### config.mk
export PLATFORM = sky130hd
export DESIGN_NAME = fft_conv_top
export DESIGN_NICKNAME = d
export VERILOG_FILES = /design/src/rtl/fft_conv_top.sv
export SDC_FILE = /design/constraint.sdc
export NUM_CORES = 2
export LEC_CHECK = 0
export ABC_AREA = 1
export CORE_MARGIN = 8
export CORE_UTILIZATION = 40
export CTS_CLUSTER_SIZE = 25
export DETAILED_ROUTE_END_ITERATION = 8
export SLEW_MARGIN = 20
export SYNTH_ARGS = -nofsm -noshare
export SYNTH_HDL_FRONTEND = slang
export SYNTH_SLANG_ARGS = --single-unit
### constraint.sdc
create_clock -name clk -period 17.35 [get_ports clk]
set_input_delay 2.6025 -clock clk [delete_from_list [all_inputs] [get_ports clk]]
set_output_delay 2.6025 -clock clk [all_outputs]
set_load 0.01 [all_outputs]
### src/rtl/fft_conv_top.sv
// Direct 3x3 valid-mode convolution of a 64x64 image, SRAM-to-SRAM.
// Optional FFT_CONV_RELU_EN clamps negative results to zero at write time.
module fft_conv_top #(
  parameter int IN_H   = 64,
  parameter int IN_W   = 64,
  parameter int K      = 3,
  parameter int DATA_W = 32,
  parameter int ADDR_W = 16
) (
  input  logic              clk,
  input  logic              rst_n,
  input  logic              valid,
  output logic              Ready,
  output logic [ADDR_W-1:0] input_addr,
  input  logic [DATA_W-1:0] input_rdata,
  output logic [ADDR_W-1:0] weight_addr,
  input  logic [DATA_W-1:0] weight_rdata,
  output logic              output_wen,
  output logic [ADDR_W-1:0] output_addr,
  input  logic [DATA_W-1:0] output_rdata,
  output logic [DATA_W-1:0] output_wdata
);

  localparam int OUT_H = IN_H - K + 1;
  localparam int OUT_W = IN_W - K + 1;
  localparam int NT    = K * K;
  localparam int CW    = $clog2(NT + 1);

  typedef enum logic [2:0] {
    S_IDLE, S_LOAD_W, S_CALC, S_WRITE, S_DONE
  } state_t;

  state_t              state_q;
  logic [CW-1:0]       cnt_q;
  logic [DATA_W-1:0]   acc_q;
  logic [DATA_W-1:0]   w_q [NT];
  logic [ADDR_W-1:0]   r_q, c_q;
  logic                ready_q, wen_q;
  logic [ADDR_W-1:0]   iaddr_q, waddr_q, oaddr_q;
  logic [DATA_W-1:0]   wdata_q;

  logic [DATA_W-1:0]   prod, sum_d, wdata_d;
  logic [ADDR_W-1:0]   r_nx, c_nx;
  logic                last_px;
  logic                unused_rdata;

  assign unused_rdata = ^output_rdata;

  function automatic logic [ADDR_W-1:0] pix_addr(
    input logic [ADDR_W-1:0] r,
    input logic [ADDR_W-1:0] c,
    input logic [CW-1:0]     t
  );
    logic [ADDR_W-1:0] kr, kc;
    kr = ADDR_W'(t / CW'(K));
    kc = ADDR_W'(t % CW'(K));
    return (r + kr) * ADDR_W'(IN_W) + c + kc;
  endfunction

  // Weights live in a rotating register file: tap t always sits in w_q[0].
  assign prod  = input_rdata * w_q[0];
  assign sum_d = acc_q + prod;

  always_comb begin
`ifdef FFT_CONV_RELU_EN
    wdata_d = sum_d[DATA_W-1] ? '0 : sum_d;
`else
    wdata_d = sum_d;
`endif
  end

  always_comb begin
    last_px = (r_q == ADDR_W'(OUT_H - 1)) && (c_q == ADDR_W'(OUT_W - 1));
    r_nx    = r_q;
    c_nx    = c_q + 1'b1;
    if (c_q == ADDR_W'(OUT_W - 1)) begin
      c_nx = '0;
      r_nx = r_q + 1'b1;
    end
  end

  always_ff @(posedge clk or posedge rst_n) begin
    if (rst_n) begin
      state_q <= S_IDLE;
      cnt_q   <= '0;
      acc_q   <= '0;
      r_q     <= '0;
      c_q     <= '0;
      ready_q <= 1'b0;
      wen_q   <= 1'b0;
      iaddr_q <= '0;
      waddr_q <= '0;
      oaddr_q <= '0;
      wdata_q <= '0;
      for (int i = 0; i < NT; i++) w_q[i] <= '0;
    end else begin
      unique case (state_q)
        S_IDLE: begin
          if (valid) begin
            r_q     <= '0;
            c_q     <= '0;
            cnt_q   <= '0;
            acc_q   <= '0;
            waddr_q <= '0;
            state_q <= S_LOAD_W;
          end
        end
        S_LOAD_W: begin
          if (cnt_q != '0) begin
            for (int i = 0; i < NT - 1; i++) w_q[i] <= w_q[i+1];
            w_q[NT-1] <= weight_rdata;
          end
          if (cnt_q == CW'(NT)) begin
            cnt_q   <= '0;
            iaddr_q <= pix_addr(r_q, c_q, '0);
            state_q <= S_CALC;
          end else begin
            cnt_q <= cnt_q + 1'b1;
            if (cnt_q < CW'(NT - 1))
              waddr_q <= ADDR_W'(cnt_q) + 1'b1;
          end
        end
        S_CALC: begin
          if (cnt_q != '0) begin
            acc_q <= sum_d;
            for (int i = 0; i < NT - 1; i++) w_q[i] <= w_q[i+1];
            w_q[NT-1] <= w_q[0];
          end
          if (cnt_q == CW'(NT)) begin
            cnt_q   <= '0;
            wen_q   <= 1'b1;
            oaddr_q <= r_q * ADDR_W'(OUT_W) + c_q;
            wdata_q <= wdata_d;
            state_q <= S_WRITE;
          end else begin
            cnt_q <= cnt_q + 1'b1;
            if (cnt_q < CW'(NT - 1))
              iaddr_q <= pix_addr(r_q, c_q, cnt_q + 1'b1);
          end
        end
        S_WRITE: begin
          wen_q <= 1'b0;
          acc_q <= '0;
          if (last_px) begin
            ready_q <= 1'b1;
            state_q <= S_DONE;
          end else begin
            r_q     <= r_nx;
            c_q     <= c_nx;
            iaddr_q <= pix_addr(r_nx, c_nx, '0);
            state_q <= S_CALC;
          end
        end
        S_DONE: begin
          if (!valid) begin
            ready_q <= 1'b0;
            state_q <= S_IDLE;
          end
        end
        default: state_q <= S_IDLE;
      endcase
    end
  end

  assign Ready        = ready_q;
  assign input_addr   = iaddr_q;
  assign weight_addr  = waddr_q;
  assign output_wen   = wen_q;
  assign output_addr  = oaddr_q;
  assign output_wdata = wdata_q;

endmodule

==> flow_summary.json <==
{
  "initial_core_util": 0.403,
  "wl_per_cell_um": 16.7,
  "synth.distinct_cells": 55,
  "critPathLaunchType": "primary input",
  "vias": 29922,
  "finalSetupViolations": 0,
  "htree_levels": 2,
  "antenna_found_initial": 11,
  "cp_max_fo": 17,
  "synth_cells": 4792,
  "synth-seq-area-share": 0.276,
  "slew_viol_final": 0,
  "area.growth.synth_to_final_pct": 10.4,
  "synth_top_area_cell": "dfrtp_1",
  "ant_nets": 0,
  "path_clk_slew_ns": 0.06,
  "max_slew_margin": 0.191,
  "fin_nets": 5613,
  "status": "finished clean",
  "cts.repair.resized": 0,
  "clock_path_buffers": 3,
  "grt_use_total": 0.191,
  "synth_edf_count": 0,
  "routed_wl_um": 102000,
  "crit_arrival_ns": 10.30,
  "grt_pass1_wl_um": 166000,
  "rr_endpoint": "output_wdata[30]$_DFFE_PP0P_",
  "r2r_cells": 21,
  "max_freq_mhz": 102,
  "clock-sinks": 430,
  "critPathMaxStageDelay_ns": 1.07,
  "final_core_util": 0.445,
  "reg2reg_slack_ns": 9.58,
  "final_hold_viol_count": 0,
  "gp_congestion": 0.907,
  "synth.top_cells.by_area": "dfrtp_1 28%, fa_1 25%, nand2_1 13%",
  "viasPerCell": 4.88,
  "die_h_um": 328,
  "reg2reg_from": "w_q[269]$_DFFE_PP0P_",
  "fin_cells": 6133,
  "dp_hpwl_um": 76300,
  "synth_top_flop_cell": "dfrtp_1",
  "setup_slack_ns": 7.54,
  "min_from": "w_q[19]$_DFFE_PP0P_",
  "worstSkewPairLatency_ns": 0.61,
  "path_common_cell": "fa_1",
  "synth_warnings": 0,
  "cts_tree": "built",
  "cap_violations": 0,
  "cpMaxStageDelayCell": "clkdlybuf4s50_1",
  "cts_buffers": 48,
  "place_inst": 6040,
  "critPathCaptureType": "register",
  "yosys.area.top_type_share": 0.276,
  "rsz0062_at_grt": "no",
  "path_delay_family": "adder cells",
  "critical_path_class": "in -> reg",
  "worst-path-buf-inv": 6,
  "critPathRequiredTime_ns": 17.83,
  "die-area_mm2": 0.108,
  "grt_max_degree": 198,
  "rows": 114,
  "ys_top_cells_by_count": "1311 x nand2_1, 1049 x inv_1, 483 x fa_1, 430 x dfrtp_1, 373 x o21ai_0",
  "hold_end": "w_q[51]$_DFFE_PP0P_",
  "drive_gt1_frac": 0.0410,
  "firstDrtPassIters": 5,
  "top_level_ports": 181,
  "grt_overflow": 0,
  "min_delay_path_depth": 2,
  "finalClockSkew_ns": 0.0309,
  "min_path_type": "reg -> reg",
  "ys_ff_latch": 430,
  "dr.first_iter.drc_count": 2142,
  "fin_crit_sh": 0.566,
  "final.setup.tns_ns": 0,
  "cts_setup_buffers": 0,
  "cp_cell_sequence": "clkdlybuf4s50_1, nand2_1, fa_1, inv_1, fa_1, inv_1, fa_1, inv_1, fa_1, inv_1, fa_1, inv_1, fa_1, fa_1, fa_1, ha_1, a21oi_1, o21ai_0, o21bai_1, a221oi_1, nand2_1, or2_2, nand3_1, nand2_1",
  "nFillCells": 9692,
  "numPortBuffers": 137,
  "tightest_slew_ns": 1.21,
  "synth_area_mm2": 0.0390,
  "async_reset_ff_frac": 1.00,
  "core_mm2": 0.0967,
  "avgSynthCellArea_um2": 8.14,
  "ctsHoldBuffers": 0,
  "min_period_ns": 9.81,
  "grt_pass1_vias": 30212,
  "cts_root_buf": "clkbuf_16",
  "die-width_um": 328,
  "place_ws_ns": 6.89,
  "yosys.cell_count.top_type": "nand2_1",
  "drcViolationCount": 0
}
## cell families after synthesis
family,Yosys count,share of synthesized area
adder cells (fa/ha/maj),699,0.317
other,1,0.0000962
AND/OR/NAND/NOR,1689,0.176
flip-flops,430,0.276
AO/OA/AOI/OAI,621,0.0878
XOR/XNOR,70,0.0157
buffers and inverters,1282,0.127
## through the flow
stage	instance area (µm²)	hold slack (ns)
floorplan	39000	0.453
global placement	41400	0.461
detailed placement	41400	0.467
CTS	43000	0.480
global route	43000	0.494
finish	43000	0.475
## worst max path at each step
stage | startpoint | end | slack (ns) | cells past startpoint
2_1_floorplan | rst_n | Ready$_DFFE_PP0P_ | 2.77 | 1
6_report | input_rdata[15] | output_wdata[30]$_DFFE_PP0P_ | 7.54 | 24
3_5_place_dp | input_rdata[15] | output_wdata[30]$_DFFE_PP0P_ | 6.89 | 24
4_1_cts | input_rdata[15] | output_wdata[30]$_DFFE_PP0P_ | 7.56 | 24
3_3_place_gp | input_rdata[15] | output_wdata[30]$_DFFE_PP0P_ | 7.01 | 24
5_1_grt | input_rdata[15] | output_wdata[30]$_DFFE_PP0P_ | 7.22 | 24
## registers in the layout, summed over array words and instances (netlist names)
signal	count
w_q	288
acc_q	32
output_wdata	32
c_q	16
input_addr	16
output_addr	16
r_q	16
weight_addr	5
cnt_q	4
state_q	3
Ready	1
output_wen	1
## area by class of cell
cell class	instances	area (µm²)	share of cell area
well taps	1276	1600	0.0371
repair buffers	179	1690	0.0394
flip-flops and latches	430	10800	0.250
inverters	1066	4020	0.0934
clock buffers	69	1360	0.0316
diodes	3	7.51	0.000174
multi-input cells	3090	23300	0.542
clock inverters	20	253	0.00587
## worst reg2reg max path: cells and delay by family (launching register included)
kind | cells | cell delay (ns)
adders and majority gates | 9 | 4.52
DFF | 1 | 1.14
AOI/OAI and AO/OA | 4 | 0.97
and+or+nand+nor | 5 | 0.87
buffers and inverters | 3 | 0.16
## per-layer routing
| layer | global-route usage | vias to the layer above | wire length [µm] |
|---|---|---|---|
| met3 | 0.0265 | 150 | 5450 |
| met1 | 0.262 | 14628 | 45300 |
| met4 | 0.0546 | 4 | 2910 |
| li1 | - | 14473 | - |
| met5 | 0 | - | 27 |
| met2 | 0.318 | 667 | 48700 |
## layout by cell type (no fill, tap or decap), types with 22 or more instances in the layout
master	count
xor2_1	50
clkdlybuf4s50_1	137
nor2_1	122
inv_1	1047
ha_1	216
o22ai_1	46
dfrtp_1	428
nand3_1	139
o21ai_0	373
buf_4	40
fa_1	483
nand2_1	1310
clkbuf_16	48
a21oi_1	108
a31oi_1	32
nand3b_1	22
Power is not shown: default switching activity piles up to over one toggle a cycle in this logic, so the estimate is an artifact.
